==> src/rtl/trig_pkg.sv <==
// Shared constants, types and helpers for the PMT pulse conditioner.
// Optional feature macro: GLITCH_FILTER_EN (fourth sync stage, two-sample edge
// qualification, arm window widened to cover the extra stage).
package trig_pkg;

    localparam int unsigned NCHAN  = 8;
    localparam int unsigned DT_W   = 8;
    localparam int unsigned DROP_W = 16;
    localparam int unsigned SUM_W  = DROP_W + 1;
    localparam int unsigned POP_W  = $clog2(NCHAN + 1);

`ifdef GLITCH_FILTER_EN
    localparam int unsigned ARM_EDGES = 4;
`else
    localparam int unsigned ARM_EDGES = 3;
`endif
    localparam int unsigned ARM_W = $clog2(ARM_EDGES + 1);

    typedef logic [NCHAN-1:0] chan_vec_t;
    typedef logic [DT_W-1:0]  deadtime_t;
    typedef logic [POP_W-1:0] pop_t;

    typedef enum logic {
        LIVE = 1'b0,
        DEAD = 1'b1
    } chan_state_t;

    // Number of set bits in a channel vector
    function automatic pop_t popcount(input chan_vec_t v);
        pop_t n;
        n = '0;
        for (int i = 0; i < int'(NCHAN); i++) begin
            n = n + pop_t'(v[i]);
        end
        return n;
    endfunction

endpackage

==> src/rtl/pmt_pulse_conditioner_if.sv <==
// Control/status bundle of the PMT pulse conditioner.
// master: the side that drives discriminator levels and settings; slave: the conditioner.
interface pmt_pulse_conditioner_if;
    import trig_pkg::*;

    chan_vec_t           pmt_in;
    chan_vec_t           chan_en;
    deadtime_t           deadtime;
    logic                clear_dropped;
    chan_vec_t           buffer;
    chan_vec_t           busy;
    logic [DROP_W-1:0]   dropped_total;

    modport master (
        output pmt_in, chan_en, deadtime, clear_dropped,
        input  buffer, busy, dropped_total
    );

    modport slave (
        input  pmt_in, chan_en, deadtime, clear_dropped,
        output buffer, busy, dropped_total
    );

endinterface

==> src/rtl/pmt_chan_deadtime.sv <==
// One PMT channel: synchroniser, rising-edge detect and LIVE/DEAD deadtime FSM.
// Optional feature macro: GLITCH_FILTER_EN (adds stage s4; a rise must be seen
// on two consecutive samples before it counts as an edge).
module pmt_chan_deadtime
    import trig_pkg::*;
(
    input  logic      clkin,
    input  logic      reset,
    input  logic      pmt_in,
    input  logic      chan_en,
    input  deadtime_t deadtime,
    input  logic      armed,
    output logic      hit,
    output logic      busy,
    output logic      drop_c
);

    logic        s1, s2, s3;
    logic        rise_c;
    logic        hit_next;
    chan_state_t state, state_next;
    deadtime_t   cnt, cnt_next;

    // Bring the asynchronous discriminator level into the clkin domain
    always_ff @(posedge clkin or posedge reset) begin
        if (reset) begin
            s1 <= 1'b0;
            s2 <= 1'b0;
            s3 <= 1'b0;
        end else begin
            s1 <= pmt_in;
            s2 <= s1;
            s3 <= s2;
        end
    end

`ifdef GLITCH_FILTER_EN
    logic s4;

    // Extra history stage so a rise must persist for two samples
    always_ff @(posedge clkin or posedge reset) begin
        if (reset) begin
            s4 <= 1'b0;
        end else begin
            s4 <= s3;
        end
    end

    assign rise_c = s2 & s3 & ~s4;
`else
    assign rise_c = s2 & ~s3;
`endif

    // FSM state, window counter and registered hit/busy
    always_ff @(posedge clkin or posedge reset) begin
        if (reset) begin
            state <= LIVE;
            cnt   <= '0;
            hit   <= 1'b0;
            busy  <= 1'b0;
        end else begin
            state <= state_next;
            cnt   <= cnt_next;
            hit   <= hit_next;
            busy  <= (cnt_next != '0);
        end
    end

    // Accept edges while LIVE; count the window down and flag suppressed edges while DEAD
    always_comb begin
        state_next = state;
        cnt_next   = cnt;
        hit_next   = 1'b0;
        drop_c     = 1'b0;
        if (!chan_en) begin
            state_next = LIVE;
            cnt_next   = '0;
        end else begin
            unique case (state)
                LIVE: begin
                    if (armed && rise_c) begin
                        hit_next = 1'b1;
                        if (deadtime != '0) begin
                            state_next = DEAD;
                            cnt_next   = deadtime;
                        end
                    end
                end
                DEAD: begin
                    drop_c   = armed & rise_c;
                    cnt_next = cnt - DT_W'(1);
                    if (cnt == DT_W'(1)) begin
                        state_next = LIVE;
                    end
                end
            endcase
        end
    end

endmodule

==> src/rtl/pmt_pulse_conditioner.sv <==
// PMT front end: per-channel sync/edge/deadtime, reset-release arm window and a
// saturating count of edges suppressed by deadtime.
// Optional feature macro: GLITCH_FILTER_EN (see trig_pkg and pmt_chan_deadtime).
module pmt_pulse_conditioner
    import trig_pkg::*;
(
    input  logic                    clkin,
    input  logic                    reset,
    pmt_pulse_conditioner_if.slave  bus
);

    logic [ARM_W-1:0]  arm_cnt;
    logic              armed;
    chan_vec_t         hit_vec;
    chan_vec_t         busy_vec;
    chan_vec_t         drop_vec;
    logic [DROP_W-1:0] dropped_total;
    logic [SUM_W-1:0]  drop_sum_c;

    // Hold hits and drop counting off for the first clkin edges after reset release
    always_ff @(posedge clkin or posedge reset) begin
        if (reset) begin
            arm_cnt <= '0;
        end else if (!armed) begin
            arm_cnt <= arm_cnt + ARM_W'(1);
        end
    end

    assign armed = (arm_cnt == ARM_W'(ARM_EDGES));

    // One independent conditioner per PMT channel
    for (genvar c = 0; c < int'(NCHAN); c++) begin : g_chan
        pmt_chan_deadtime u_chan (
            .clkin    (clkin),
            .reset    (reset),
            .pmt_in   (bus.pmt_in[c]),
            .chan_en  (bus.chan_en[c]),
            .deadtime (bus.deadtime),
            .armed    (armed),
            .hit      (hit_vec[c]),
            .busy     (busy_vec[c]),
            .drop_c   (drop_vec[c])
        );
    end

    assign drop_sum_c = {1'b0, dropped_total} + SUM_W'(popcount(drop_vec));

    // Saturating dropped-edge total; clear wins over drops in the same cycle
    always_ff @(posedge clkin or posedge reset) begin
        if (reset) begin
            dropped_total <= '0;
        end else if (bus.clear_dropped) begin
            dropped_total <= '0;
        end else if (drop_sum_c[DROP_W]) begin
            dropped_total <= '1;
        end else begin
            dropped_total <= drop_sum_c[DROP_W-1:0];
        end
    end

    assign bus.buffer        = hit_vec;
    assign bus.busy          = busy_vec;
    assign bus.dropped_total = dropped_total;

endmodule

==> src/flat_wrapper.sv <==
// flat-port wrapper written by rule: the top's interface ports become plain ports
module pmt_pulse_conditioner_flat import trig_pkg::*;
  (clkin, reset, bus_pmt_in, bus_chan_en, bus_deadtime, bus_clear_dropped, bus_buffer, bus_busy, bus_dropped_total);
  pmt_pulse_conditioner_if bus_i ();
  input  logic clkin;
  input  logic reset;
  input wire logic [$bits(bus_i.pmt_in)-1:0] bus_pmt_in;
  input wire logic [$bits(bus_i.chan_en)-1:0] bus_chan_en;
  input wire logic [$bits(bus_i.deadtime)-1:0] bus_deadtime;
  input wire logic [$bits(bus_i.clear_dropped)-1:0] bus_clear_dropped;
  output wire logic [$bits(bus_i.buffer)-1:0] bus_buffer;
  output wire logic [$bits(bus_i.busy)-1:0] bus_busy;
  output wire logic [$bits(bus_i.dropped_total)-1:0] bus_dropped_total;
  assign bus_i.pmt_in = bus_pmt_in;
  assign bus_i.chan_en = bus_chan_en;
  assign bus_i.deadtime = bus_deadtime;
  assign bus_i.clear_dropped = bus_clear_dropped;
  assign bus_buffer = bus_i.buffer;
  assign bus_busy = bus_i.busy;
  assign bus_dropped_total = bus_i.dropped_total;
  pmt_pulse_conditioner u_core (.clkin(clkin), .reset(reset), .bus(bus_i));
endmodule
==> config.mk <==
export PLATFORM = sky130hd
export DESIGN_NAME = pmt_pulse_conditioner_flat
export DESIGN_NICKNAME = d
export VERILOG_FILES = /design/src/rtl/trig_pkg.sv /design/src/rtl/pmt_pulse_conditioner_if.sv /design/src/rtl/pmt_chan_deadtime.sv /design/src/rtl/pmt_pulse_conditioner.sv /design/src/flat_wrapper.sv
export SDC_FILE = /design/constraint.sdc
export NUM_CORES = 1
export LEC_CHECK = 0
export CAP_MARGIN = 20
export CORE_MARGIN = 3
export CORE_UTILIZATION = 55
export CTS_BUF_LIST = sky130_fd_sc_hd__clkbuf_2
export DETAILED_ROUTE_END_ITERATION = 16
export PLACE_DENSITY = 0.76
export SYNTH_ARGS = -nofsm -noshare
export SYNTH_HDL_FRONTEND = slang
export SYNTH_HIERARCHICAL = 1
export SYNTH_SLANG_ARGS = --single-unit
==> constraint.sdc <==
create_clock -name clkin -period 9.9 [get_ports clkin]
set_input_delay 1.98 -clock clkin [delete_from_list [all_inputs] [get_ports clkin]]
set_output_delay 1.98 -clock clkin [all_outputs]
set_load 0.02 [all_outputs]
**Yosys cells after proc, flatten, opt, wreduce, memory -nomap -nowiden**

Index checks and enable logic that the tools add are counted.

- Add/sub/neg operators: 17
- Multiply operators: 0
- Div/mod/pow operators: 0
- $lt $le $gt $ge: 0
- Eq/ne operators: 9
- Shift-type cells: 0
- Multiplexer cells: 107
- Bitwise logic cells: 32
- Reductions and logical operators: 17

Operators by type and width:

| cell | number |
|---|---|
| two-way mux 8 bit | 24 |
| case mux 8 bit (2 select lines) | 8 |
| nonzero test 8 bit | 9 |
| two-way mux 1 bit | 65 |
| equality test 8 x 1 -> 1 bit (second input constant) | 8 |
| subtractor 8 x 1 -> 8 bit (second input constant) | 8 |
| two-way mux 16 bit | 2 |
| adder 4 x 1 -> 4 bit | 6 |
| adder 16 x 4 -> 17 bit | 1 |
| bitwise AND 1 bit | 16 |
| inverter 1 bit | 16 |
| case mux 1 bit (2 select lines) | 8 |
| logical AND 1 bit | 8 |
| adder 1 x 1 -> 2 bit | 1 |
| adder 2 x 1 -> 2 bit (second input constant) | 1 |
| equality test 2 bit (second input constant) | 1 |

- Register bits: 130
- Latch bits: 0
- Bits in writable memories: 0
- ROM bits: 0
- Input bits: 27
- Output and inout port bits: 32
- Memories: 0

**Logic depth before layout (Yosys ltp)**

- Depth in word-level cells: 15
- Gate-level depth with buffers: 18
- Gate-level depth less buffers: 16

**Modules after synthesis**

Netlist, hierarchy kept.

Modules (own cells, without submodules):

| module | instances | cells each | area each (um^2) | seq. area each (um^2) |
|---|---|---|---|---|
| pmt_chan_deadtime at u_core.g_chan[0].u_chan ... | 7 | 85 | 839.6 | 350.3 |
| pmt_pulse_conditioner | 1 | 113 | 1,119.8 | 450.4 |
| pmt_chan_deadtime at u_core.g_chan[1].u_chan | 1 | 80 | 812.0 | 350.3 |

**Worst setup path before layout**

No wires, ideal clock.

- Path type: input to register
- From: input port bus_chan_en[0]
- To: register u_core.dropped_total[5], in the netlist u_core/bus.dropped_total[5]
- Arrival time: 5,117 ps
- Setup slack: 4,701 ps
- Stages: 16
- Path buffers: 2
- Path through: clkbuf_4 > nand2_1 > nor2_1 > fa_1 > inv_1 > fa_1 > fa_1 > fa_1 > inv_1 > fa_1 > nand3_1 > and2_1 > nor2_1 > nand2_1 > buf_2 > a31oi_1

- Longest elaborated chain between the ends: 11

Ends and longest elaborated chain:

| item | RTL line | RTL |
|---|---|---|
| from (decl) | flat_wrapper.sv:8 | `input wire logic [$bits(bus_i.chan_en)-1:0] bus_chan_en;` |
| two-way mux 1 bit | pmt_chan_deadtime.sv:75 | `if (!chan_en) begin` |
| via u_core.drop_vec[0] | pmt_pulse_conditioner.sv:16 | `chan_vec_t drop_vec;` |
| adder 1 x 1 -> 2 bit | trig_pkg.sv:33 | `n = n + pop_t'(v[i]);` |
| adder 4 x 1 -> 4 bit (6 in series) | trig_pkg.sv:33 |  |
| adder 16 x 4 -> 17 bit | pmt_pulse_conditioner.sv:46 | `assign drop_sum_c = {1'b0, dropped_total} + SUM_W'(popcount(drop_vec));` |
| two-way mux 16 bit | pmt_pulse_conditioner.sv:54 | `end else if (drop_sum_c[DROP_W]) begin` |
| two-way mux 16 bit | pmt_pulse_conditioner.sv:52 | `end else if (bus.clear_dropped) begin` |
| to (signal assigned) | pmt_pulse_conditioner.sv:57 | `dropped_total <= drop_sum_c[DROP_W-1:0];` |
| to (decl) | pmt_pulse_conditioner.sv:17 | `logic [DROP_W-1:0] dropped_total;` |

The timed path passes the listed nets, and every way through them passes these cells.
A chain may end at the register's enable or synchronous reset.

**Final worst setup path**

- From: input port bus_chan_en[0]
- To: register u_core.dropped_total[10], in the netlist u_core/bus.dropped_total[10]

Same word-level chain as after synthesis.

==> flow_metrics.env <==
export IMPL_htree_levels=4
export IMPL_die_y_um=125
export IMPL_drt_iter0_drc=765
export IMPL_path_clk_slew_ps=170
export IMPL_drive_gt1_share_pct=7.59
export IMPL_start_util_pct=57.6
export IMPL_reg2reg_depth=16
export IMPL_reg2reg_to="u_core/bus.dropped_total[10]"
export IMPL_ys_types=60
export IMPL_critical_path_class="in2reg"
export IMPL_reg2reg_slack_ps=5120
export IMPL_cts_resized=0
export IMPL_post_route_min_period_ps=5530
export IMPL_grt_pass1_wl_um=32900
export IMPL_cts_buffers=17
export IMPL_worstPathCellList="clkdlybuf4s50_1 > nand2_1 > nor2_1 > fa_1 > inv_1 > fa_1 > fa_1 > fa_1 > inv_1 > fa_1 > nand3_1 > and2_1 > nor2_1 > nand2_1 > a21oi_1"
export IMPL_maxCapViolCount=0
export IMPL_final_util_pct=63.5
export IMPL_cpMaxStageDelayCell="clkdlybuf4s50_1"
export IMPL_dr_pass1_iters=5
export IMPL_power_switching_share_pct=33.6
export IMPL_die_area_um2=15700
export IMPL_synth_yosys_seq_area_share_pct=41.7
export IMPL_rows=42
export IMPL_area_growth_pct=10.2
export IMPL_portBuffers=58
export IMPL_yosysWarnings=6
export IMPL_cts_root_buf="clkbuf_2"
export IMPL_grt_ovfl_total=0
export IMPL_die_x_um=125
export IMPL_syn_nets=843
export IMPL_wl_per_cell_um=19.7
export IMPL_worstMarginPinSlew_ps=1150
export IMPL_p_sw_uw=413
export IMPL_cp_max_fo=13
export IMPL_clockBufferDepth=2
export IMPL_crit_path_end_kind="flip-flop"
export IMPL_cp_startpoint="bus_chan_en[0]"
export IMPL_clock_latency_ps=740
export IMPL_dpl_cell_area_um2=8390
export IMPL_cp_data_arrival_time_ps=6160
export IMPL_clock_fmax_mhz=181
export IMPL_slew_violations=0
export IMPL_critPathMostFrequentCell="fa_1"
export IMPL_vias=6820
export IMPL_synth_top_area_share_pct=41.7
export IMPL_cp_start_kind="input pin"
export IMPL_finalInstanceArea_um2=8610
export IMPL_r2r_start="u_core/arm_cnt[0]"
export IMPL_cts_hold_buf=0
export IMPL_ys_top_cells_by_area="dfrtp_1 (42%), a221o_1 (4.5%), ha_1 (3.7%), inv_1 (3.4%), a21oi_1 (3.2%)"
export IMPL_yosys_area_top_type="dfrtp_1"
export IMPL_min_path_cells=0
export IMPL_leakage_uw=0.00366
export IMPL_p_int_uw=819
export IMPL_grt_max_degree=24
export IMPL_pwr_share_clk_pct=24.7
export IMPL_postRouteAntennaNets=0
export IMPL_grt_usage_pct=25.9
export IMPL_synth_most_common_cell="dfrtp_1"
export IMPL_hold_viol=0
export IMPL_syn_area_um2=7810
export IMPL_worst_hold_path_type="reg2reg"
export IMPL_avgViaCountPerCell=6.69
export IMPL_combPwrFrac_pct=24.2
export IMPL_synth_edf_count=0
export IMPL_async_flop_share_pct=100
export IMPL_synthCells=788
export IMPL_antenna_found_initial=1
export IMPL_drt_total_wl_um=20100
export IMPL_dp_hpwl_um=13200
export IMPL_regArea_um2=3250
export IMPL_yosys_top_cells_count="dfrtp_1 (130), inv_1 (70), a21oi_1 (50), a221o_1 (35)"
export IMPL_grt_pass1_vias=6518
export IMPL_multi_input_area_um2=4070
export IMPL_remaining_drc_errors=0
export IMPL_fill_cells=1100
export IMPL_synth_main_ff_cell="dfrtp_1"
export IMPL_status="completed"
export IMPL_syn_area_per_cell_um2=9.91
export IMPL_hold_start="u_core/g_chan[0].u_chan/s1"
export IMPL_ys_ff_latch=130
export IMPL_nets=886
export IMPL_max_slew_margin_rel_pct=23.2
export IMPL_post_cts_buffers=0
export IMPL_period_share_pct=55.9
export IMPL_tns_ps=0
export IMPL_fin_worst_skew_ps=34.3
export IMPL_rsz0062_at_grt="no"
export IMPL_cp_required_ps=10530
export IMPL_peakVddDrop_uv=84.5
export IMPL_finalSetupViolations=0
export IMPL_cts_tree="built"
export IMPL_cts_sinks=130
export IMPL_power_density_nw_per_um2=143
export IMPL_whs_endpoint="u_core/g_chan[0].u_chan/s2"
export IMPL_max_stage_delay_ps=740
export IMPL_core_area_um2=13600
export IMPL_power_frac_seq_pct=51.1
export IMPL_ios=59
export IMPL_finalWeightedCongestion=0.912
[cells by family (layout without fill, tap and decap cells)]
logic type	count (synthesis)	after routing	synth area share [%]
fa+ha+maj	28	28	4.97
compound gates	223	223	22.5
buf+inv	105	160	6.22
other cells	0	1	0
simple gates	277	277	21.8
flops	130	130	41.7
xor+xnor	22	22	2.47
mux	3	3	0.401
[power groups by stage]
stage | clock (uW) | sequential [uW] | combinational (uW)
3_5_place_dp | 0 | 636 | 294
5_1_grt | 338 | 636 | 329
4_1_cts | 315 | 627 | 296
3_3_place_gp | 0 | 635 | 288
2_1_floorplan | 0 | 625 | 217
6_report | 304 | 629 | 299
[per-stage QoR]
step	hold WS, ps	setup WS, ps	power (uW)	instances
6_report	369	4370	1230	1020
5_1_grt	369	4140	1300	1020
4_1_cts	373	4460	1240	1019
3_5_place_dp	335	3660	930	988
3_3_place_gp	331	3780	923	988
2_1_floorplan	331	4700	842	788
[worst max-delay path: cells and delay by family]
family / cells / cell delay (ps)
fa+ha+maj: 5 / 1930
simple gates: 6 / 1040
buf+inv: 3 / 940
compound gates: 1 / 250
[worst max-delay path by stage]
stage                                               to  slack [ps]  cells after the start
after floorplan            u_core/bus.dropped_total[5]        4700                     16
after global placement     u_core/bus.dropped_total[0]        3780                     15
after detailed placement   u_core/bus.dropped_total[7]        3660                     15
after CTS                 u_core/bus.dropped_total[10]        4460                     15
after global routing      u_core/bus.dropped_total[10]        4140                     15
final                     u_core/bus.dropped_total[10]        4370                     15
[registers in the layout, summed over array words and instances (netlist names)]
register,count
u_core/g_chan.u_chan/busy,8
u_core/bus.dropped_total,16
u_core/g_chan.u_chan/cnt,64
u_core/arm_cnt,2
u_core/g_chan.u_chan/s1,8
u_core/g_chan.u_chan/state,8
u_core/g_chan.u_chan/s3,8
u_core/g_chan.u_chan/s2,8
u_core/g_chan.u_chan/hit,8
[routing by layer]
metal | GRT usage (%) | up-vias | share of wire, %
li1 | - | 3131 | -
met3 | 5.46 | 33 | 7.2
met5 | 0 | - | 0
met1 | 36.1 | 3350 | 44
met4 | 10.3 | 0 | 1.9
met2 | 39.9 | 306 | 47
[cell usage in the layout (no fill, tap or decap), types with 23 or more instances in the layout]
| cell type | instances |
|---|---|
| dfrtp_1 | 130 |
| a21oi_1 | 50 |
| ha_1 | 23 |
| and3_1 | 23 |
| nor2_1 | 31 |
| inv_1 | 70 |
| nand3_1 | 27 |
| or3_1 | 24 |
| a221o_1 | 35 |
| nand2_1 | 31 |
| clkdlybuf4s50_1 | 58 |
| nor3_1 | 25 |
[layout make-up]
cell class | instances | area share (%)
tap | 176 | 2.56
sequential | 130 | 37.8
timing repair buffer | 59 | 6.83
clock inverter | 13 | 1.40
clock buffer | 18 | 1.05
multi-input combinational | 553 | 47.3
antenna | 1 | 0.0291
inverter | 70 | 3.05
Note: power is estimated with default switching activity, not from simulation.
